--- src/rtl/pmem_loader_pkg.sv ---
// pmem_loader_pkg
//   Shared definitions for the program-memory loader:
//   - 3-bit state encoding of the loader FSM
//   - default halfword address width, sized to the program-memory depth
//   - header field order of the incoming byte stream
package pmem_loader_pkg;

    // Program memory holds 2**10 = 1024 halfwords.
    localparam int PMEM_ADDR_WIDTH = 10;

    // Header precedes the image: halfword count, little-endian.
    typedef enum logic [0:0] {
        HDR_LEN_LO = 1'b0,
        HDR_LEN_HI = 1'b1
    } hdr_field_e;

    localparam int HDR_BYTES = 2;

    localparam logic [2:0] ST_IDLE    = 3'd0;
    localparam logic [2:0] ST_LEN_LO  = 3'd1;
    localparam logic [2:0] ST_LEN_HI  = 3'd2;
    localparam logic [2:0] ST_DATA_LO = 3'd3;
    localparam logic [2:0] ST_DATA_HI = 3'd4;
    localparam logic [2:0] ST_CSUM    = 3'd5;
    localparam logic [2:0] ST_DONE    = 3'd6;
    localparam logic [2:0] ST_ERROR   = 3'd7;

endpackage

--- src/rtl/pmem_loader.sv ---
// pmem_loader
//   Writer side of the halfword program memory. Receives a byte stream
//   (LEN_LO, LEN_HI, 2N data bytes low byte first, CSUM), writes one
//   halfword per data pair and holds the core in reset until the image
//   has been written and its mod-256 byte sum matches CSUM.
//
// Ports
//   clock, reset          clock, asynchronous active-high reset
//   start                 begin a load (honoured in IDLE, DONE, ERROR)
//   byte_valid/byte_data  incoming stream byte
//   byte_ready            loader accepts a byte (decode of state only)
//   wr_en/wr_addr/wr_data program-memory write port, one strobe per halfword
//   cpu_reset             core reset, low only once a load verified
//   done, error           load verified / load aborted
//
// state   | meaning
// --------+--------------------------------------------------------
// IDLE    | after reset, waiting for start
// LEN_LO  | waiting for low byte of halfword count
// LEN_HI  | waiting for high byte of halfword count, range check
// DATA_LO | waiting for low byte of next halfword
// DATA_HI | waiting for high byte, issues the memory write
// CSUM    | waiting for checksum byte
// DONE    | image verified, core released
// ERROR   | bad length or checksum, core held in reset
module pmem_loader
    import pmem_loader_pkg::*;
#(
    parameter int ADDR_WIDTH = PMEM_ADDR_WIDTH
) (
    input  logic                  clock,
    input  logic                  reset,
    input  logic                  start,
    input  logic                  byte_valid,
    input  logic [7:0]            byte_data,
    output logic                  byte_ready,
    output logic                  wr_en,
    output logic [ADDR_WIDTH-1:0] wr_addr,
    output logic [15:0]           wr_data,
    output logic                  cpu_reset,
    output logic                  done,
    output logic                  error
);

    // Full 2**ADDR_WIDTH image is legal, so count/index carry one extra bit.
    localparam logic [16:0] MAX_LEN = 17'(1) << ADDR_WIDTH;

    logic [2:0]          state;
    logic [7:0]          len_lo;
    logic [7:0]          data_lo;
    logic [7:0]          sum;
    logic [ADDR_WIDTH:0] len;
    logic [ADDR_WIDTH:0] index;
    logic [ADDR_WIDTH:0] index_inc;
    logic [15:0]         len_full;
    logic                xfer;

    assign byte_ready = (state == ST_LEN_LO)  || (state == ST_LEN_HI) ||
                        (state == ST_DATA_LO) || (state == ST_DATA_HI) ||
                        (state == ST_CSUM);
    assign xfer       = byte_valid && byte_ready;
    assign len_full   = {byte_data, len_lo};
    assign index_inc  = index + (ADDR_WIDTH+1)'(1);

    assign cpu_reset  = (state != ST_DONE);
    assign done       = (state == ST_DONE);
    assign error      = (state == ST_ERROR);

    always_ff @(posedge clock or posedge reset) begin
        if (reset) begin
            state   <= ST_IDLE;
            len_lo  <= '0;
            data_lo <= '0;
            sum     <= '0;
            len     <= '0;
            index   <= '0;
            wr_en   <= 1'b0;
            wr_addr <= '0;
            wr_data <= '0;
        end else begin
            wr_en <= 1'b0;
            case (state)
                ST_IDLE: begin
                    if (start) state <= ST_LEN_LO;
                end
                ST_DONE, ST_ERROR: begin
                    if (start) begin
                        state  <= ST_LEN_LO;
                        len_lo <= '0;
                        len    <= '0;
                        index  <= '0;
                        sum    <= '0;
                    end
                end
                ST_LEN_LO: begin
                    if (xfer) begin
                        len_lo <= byte_data;
                        state  <= ST_LEN_HI;
                    end
                end
                ST_LEN_HI: begin
                    if (xfer) begin
                        len   <= len_full[ADDR_WIDTH:0];
                        index <= '0;
                        sum   <= '0;
                        if ({1'b0, len_full} > MAX_LEN)
                            state <= ST_ERROR;
                        else if (len_full == 16'd0)
                            state <= ST_CSUM;
                        else
                            state <= ST_DATA_LO;
                    end
                end
                ST_DATA_LO: begin
                    if (xfer) begin
                        data_lo <= byte_data;
                        sum     <= sum + byte_data;
                        state   <= ST_DATA_HI;
                    end
                end
                ST_DATA_HI: begin
                    if (xfer) begin
                        sum     <= sum + byte_data;
                        wr_en   <= 1'b1;
                        wr_addr <= index[ADDR_WIDTH-1:0];
                        wr_data <= {byte_data, data_lo};
                        index   <= index_inc;
                        state   <= (index_inc == len) ? ST_CSUM : ST_DATA_LO;
                    end
                end
                ST_CSUM: begin
                    if (xfer) state <= (byte_data == sum) ? ST_DONE : ST_ERROR;
                end
                default: state <= ST_IDLE;
            endcase
        end
    end

endmodule

--- config.mk ---
export PLATFORM = sky130hd
export DESIGN_NAME = pmem_loader
export DESIGN_NICKNAME = d
export VERILOG_FILES = /design/src/rtl/pmem_loader_pkg.sv /design/src/rtl/pmem_loader.sv
export SDC_FILE = /design/constraint.sdc
export NUM_CORES = 1
export LEC_CHECK = 0
export CORE_ASPECT_RATIO = 1.4
export CORE_MARGIN = 5
export CORE_UTILIZATION = 40
export CTS_CLUSTER_DIAMETER = 100
export CTS_CLUSTER_SIZE = 24
export DETAILED_ROUTE_END_ITERATION = 6
export PLACE_DENSITY = 0.61
export SLEW_MARGIN = 0
export SYNTH_ARGS = -nofsm -noshare
export SYNTH_HDL_FRONTEND = slang
export SYNTH_SLANG_ARGS = --single-unit
--- constraint.sdc ---
create_clock -name clock -period 2.8 [get_ports clock]
set_input_delay 0.28 -clock clock [delete_from_list [all_inputs] [get_ports clock]]
set_output_delay 0.28 -clock clock [all_outputs]
set_load 0.03 [all_outputs]
; After elaboration in Yosys (flattened, before gate mapping)
; Cells that the tools add are included.
; W data, S select, Z words.
[word_totals]
inputBits = 12
wordCells = 76
register_bits = 76
[op_classes]
add_sub_neg = 2
muxes = 25
n_eq_ne = 18
n_reduce_logical = 21
n_lt_le_gt_ge = 1
[op_table]
columns = operator, n
row1 = $mux W11, 4
row2 = $pmux W11 S3, 1
row3 = $mux W8, 4
row4 = $mux W3, 9
row5 = $pmux W8 S3, 1
row6 = $pmux W11 S2, 1
row7 = $pmux W3 S6, 1
row8 = $gt A16 B11 Y1 const B, 1
row9 = $logic_not A16 Y1, 1
row10 = $pmux W8 S2, 1
row11 = $eq A3 B3 Y1 const B, 4
row12 = $ne A2 B2 Y1 const B, 6
row13 = $add A11 B1 Y11 const B, 1
row14 = $eq A11 B11 Y1, 1
row15 = $add A8 B8 Y8, 1
row16 = $eq A8 B8 Y1, 1
row17 = $reduce_and A4 Y1, 2
row18 = $eq A3 B2 Y1 const B, 2
row19 = $reduce_and A3 Y1, 2
row20 = $reduce_and A6 Y1, 1
row21 = $reduce_bool A3 Y1, 2
row22 = $logic_or A1 B1 Y1, 4
row23 = $ne A2 B1 Y1 const B, 2
row24 = $reduce_and A2 Y1, 2
row25 = other kinds (8), 12

; Logic depth before layout (Yosys ltp)
[depth]
ltp_word = 8
depth_mapped = 8

; Worst setup path after synthesis
; No wires, ideal clock.
[synth_timing]
path_kind = register to register
startpoint = register index[0]
endpoint = register state[2]
arrival_time_ps = 1969
required_time_ps = 2735
synth_period_minus_slack_ps = 2034
setup_slack_ps = 766
n_path_buf = 0
path_stages_with_launch = 8
setup_time_ps = 65
cell_sequence = dfrtp_1 > ha_1 > and2_1 > o21ai_0 > a31oi_1 > or4_4 > nor4b_2 > a211o_1
[synth_between]
elab_chain_len = 5
[synth_rtl]
columns = element, line_no
row1 = start: declaration, pmem_loader.sv:53  ; logic [ADDR_WIDTH:0] index;
row2 = start signal: assignment, pmem_loader.sv:127  ; index <= index_inc;
row3 = $add A11 B1 Y11, pmem_loader.sv:63  ; assign index_inc = index + (ADDR_WIDTH+1)'(1);
row4 = $eq A11 B11 Y1, pmem_loader.sv:128  ; state <= (index_inc == len) ? ST_CSUM : ST_DATA_LO;
row5 = $mux W3, pmem_loader.sv:128
row6 = $mux W3, pmem_loader.sv:122  ; if (xfer) begin
row7 = $pmux W3 S6, pmem_loader.sv:82  ; case (state)
row8 = end signal: assignment, pmem_loader.sv:128
row9 = end signal: assignment, pmem_loader.sv:132  ; if (xfer) state <= (byte_data == sum) ? ST_DONE : ST_ERROR;
row10 = end: declaration, pmem_loader.sv:48  ; logic [2:0] state;
; No other way between the ends. The select of a mux whose other input is x is not followed.
; A chain may end at the register's enable or synchronous reset.

; Worst setup path after layout
[layout_timing]
startpoint = register state[2]
endpoint = output byte_ready
[layout_between]
elab_chain_len = 5
[layout_rtl]
columns = element, line_no
row1 = $eq A3 B1 Y1 or $eq A3 B2 Y1 (tied branches), pmem_loader.sv:58  ; assign byte_ready = (state == ST_LEN_LO) || (state == ST_LEN_HI) ||
row2 = $logic_or A1 B1 Y1 (2 in series), pmem_loader.sv:58
row3 = $logic_or A1 B1 Y1, pmem_loader.sv:59  ; (state == ST_DATA_LO) || (state == ST_DATA_HI) ||
row4 = $logic_or A1 B1 Y1 *, pmem_loader.sv:59
row5 = end: declaration, pmem_loader.sv:36  ; output logic byte_ready,
; Mark *: on every way between the ends. The rest lies on a longest branch, timed or not.

==> flow_summary.yaml <==
outcome:
  outcome: "complete, no violations"
global_routing:
  grt_use_total: 0.164
  grt_start_max_net_pins: 33
  grt-ovfl-total: 0
  antenna_found_initial: 0
  grt_pass1_vias: 3113
  grt_pass1_wl_um: 15300
placed_design:
  gp_congestion: 0.883
  place_hpwl_um: 6520
  portBuffers: 42
  place_inst: 567
critical_path:
  slowest_delay_ns: 0.60
  timing.critical_path.max_delay_family: "buffers and inverters"
  crit_path_cell_trace: "or2_2 > o21a_1 > clkdlybuf4s50_1"
  arrival_ns: 2.05
  critPathRequiredTime_ns: 2.52
  reg2reg_depth: 7
  r2r_slack_ns: 0.55
  r2r-start: "index[0]$_DFFE_PP0P_"
  cp_max_fo: 16
  crit_type: "reg -> out"
  slowest_stage: "clkdlybuf4s50_1"
  start_kind: "flop"
  crit_path_end_kind: "output pin"
  r2r-end: "state[2]$_DFFE_PP0P_"
  critPathBufInv: 1
finish:
  nFillCells: 893
  final_util: 0.504
  antennaDiodeCount: 0
  drive_gt1_frac: 0.0994
  register_area_mm2: 0.00190
  syn_to_final_growth_pct: 24.3
  stdcell_count: 583
  layout.nets: 489
  multi_input_area_mm2: 0.00182
routing:
  dr.pass1.iters: 4
  drc: 0
  ant_nets: 0
  drt-initial-drc-count: 194
  wl_um: 8920
  wl_per_cell_um: 15.3
  routed-via-count: 3085
  vias_per_cell: 5.29
sta:
  worst_slew_pin_slew_ns: 0.880
  tns_ns: 0
  setup_viol: 0
  fin_worst_skew_ns: 0.00463
  hold_violations: 0
  hold_ws_ns: 0.323
  relSlewSlack: 0.409
  min_period_ns: 2.33
  rsz0062_at_grt: "false"
  drv_slew: 0
  fmax_ghz: 0.429
  min_period_over_period: 0.832
logic_synthesis:
  syn_avg_cell_area_um2: 9.12
  ys.flop_type: "dfrtp_1"
  syn_inst: 418
  syn_nets: 439
  ys_seq_area_frac: 0.499
  synth_top_area_frac: 0.499
  synth_warnings: 0
  async_reset_ff_frac: 1.00
  synth_common_cells: "nand2_1 (137), dfrtp_1 (76), o21ai_0 (30), xnor2_1 (17)"
  synth.distinct_cells: 49
  yosys.area.top_type: "dfrtp_1"
  yosysMostFrequentCell: "nand2_1"
  syn-cell-area_mm2: 0.00381
  synth-seq-cells: 76
  synthTopCellsByArea: "dfrtp_1 (50%), nand2_1 (13%), o21ai_0 (3.9%)"
  synth-edff-count: 0
floorplan:
  dieHeight_um: 126
  fp.dieW_um: 92.5
  num_rows: 42
  dieArea_mm2: 0.0116
  io-pin-count: 43
  core_mm2: 0.00941
  initial_core_util: 0.405
cts:
  cts.sinks: 76
  clk_pin_slew_ns: 0.06
  holdBufCountCts: 0
  cts_buffer_depth: 2
  clockRootBuffer: "clkbuf_16"
  h-tree-depth: 3
  cts_resized: 0
  post_cts_buffers: 0
  worstSkewPairLatency_ns: 0.33
  numCtsBuffers: 9
  tritoncts: "done"
power:
  ir_drop_mv: 0.508
  p_total_mw: 4.88
  cellLeakagePower_nw: 2.19
  pwr_density_cell_mw_per_mm2: 1030
min_path:
  hold_path_class: "in -> async"
run:
  drv_cap: 0
final cells by class:
| cell class | instances | share of cell area |
|---|---|---|
| tap | 110 | 0.0290 |
| clock inverter | 6 | 0.0185 |
| clock buffer | 10 | 0.0504 |
| multi-input combinational | 319 | 0.384 |
| timing repair buffer | 54 | 0.110 |
| sequential | 76 | 0.401 |
| inverter | 8 | 0.00634 |
how the worst max path moves through the flow:
stage / start / cells after the start / slack [ns] / to
floorplan: reset / 1 / 0.58 / data_lo[0]$_DFFE_PP0P_
global placement: byte_data[1] / 8 / 0.37 / sum[7]$_DFFE_PP0P_
detailed placement: byte_data[1] / 8 / 0.33 / sum[7]$_DFFE_PP0P_
CTS: state[2]$_DFFE_PP0P_ / 3 / 0.46 / byte_ready
global route: index[0]$_DFFE_PP0P_ / 7 / 0.37 / state[2]$_DFFE_PP0P_
finish: state[2]$_DFFE_PP0P_ / 3 / 0.47 / byte_ready
per-layer routing:
metal / GRT usage / vias up / routed length (um)
li1: - / 1530 / -
met1: 0.213 / 1472 / 3980
met2: 0.271 / 66 / 4490
met3: 0.0337 / 17 / 277
met4: 0.0586 / 0 / 178
met5: 0 / - / 0
kinds of logic after synthesis:
kind of cell	after synthesis	synth area share
AND/OR/NAND/NOR	208	0.251
adder cells (fa/ha/maj)	9	0.0315
flip-flops	76	0.499
buffers and inverters	23	0.0240
XOR/XNOR	21	0.0482
multiplexers	10	0.0289
AO/OA/AOI/OAI	71	0.118
metrics by stage:
step	instance area, um2	setup WS, ns
after CTS	4740	0.461
after floorplan	3810	0.582
after detailed placement	4410	0.326
after global routing	4740	0.368
final	4740	0.469
after global placement	4410	0.367
power by group:
part | total [mW] | internal [mW] | switching [mW]
combinational | 1.89 | 0.807 | 1.08
clock | 1.26 | 0.802 | 0.453
sequential | 1.74 | 1.45 | 0.295
flip-flops by register name, indices dropped and copies added (netlist names):
| register | cells |
|---|---|
| wr_en | 1 |
| sum | 8 |
| wr_data | 16 |
| state | 3 |
| len | 11 |
| index | 11 |
| data_lo | 8 |
| len_lo | 8 |
| wr_addr | 10 |
layout by cell type, fill, tap and decap left out, types with 4 or more instances in the layout:
cell | synthesis | routed
nor2_1 | 15 | 15
clkbuf_16 | 0 | 9
nor3b_1 | 4 | 4
nand3b_1 | 5 | 5
o31ai_1 | 4 | 4
a31oi_1 | 6 | 6
nor3_1 | 7 | 7
buf_4 | 1 | 11
inv_1 | 8 | 7
clkdlybuf4s50_1 | 0 | 42
dfrtp_1 | 76 | 76
nand3_1 | 15 | 15
a22o_1 | 8 | 8
ha_1 | 8 | 8
xnor2_1 | 17 | 17
nand2_1 | 137 | 137
o21ai_0 | 30 | 30
a21oi_1 | 7 | 7
mux2_2 | 8 | 8
xor2_1 | 4 | 4
worst register-to-register path: cells and delay by family (launching register included):
kind	cells	cell delay, ns
AND/OR/NAND/NOR	4	1.17
flip-flops	1	0.49
adder cells (fa/ha/maj)	1	0.31
AO/OA/AOI/OAI	1	0.12
XOR/XNOR	1	0.10
No activity file was read; power rests on OpenSTA's default activity.
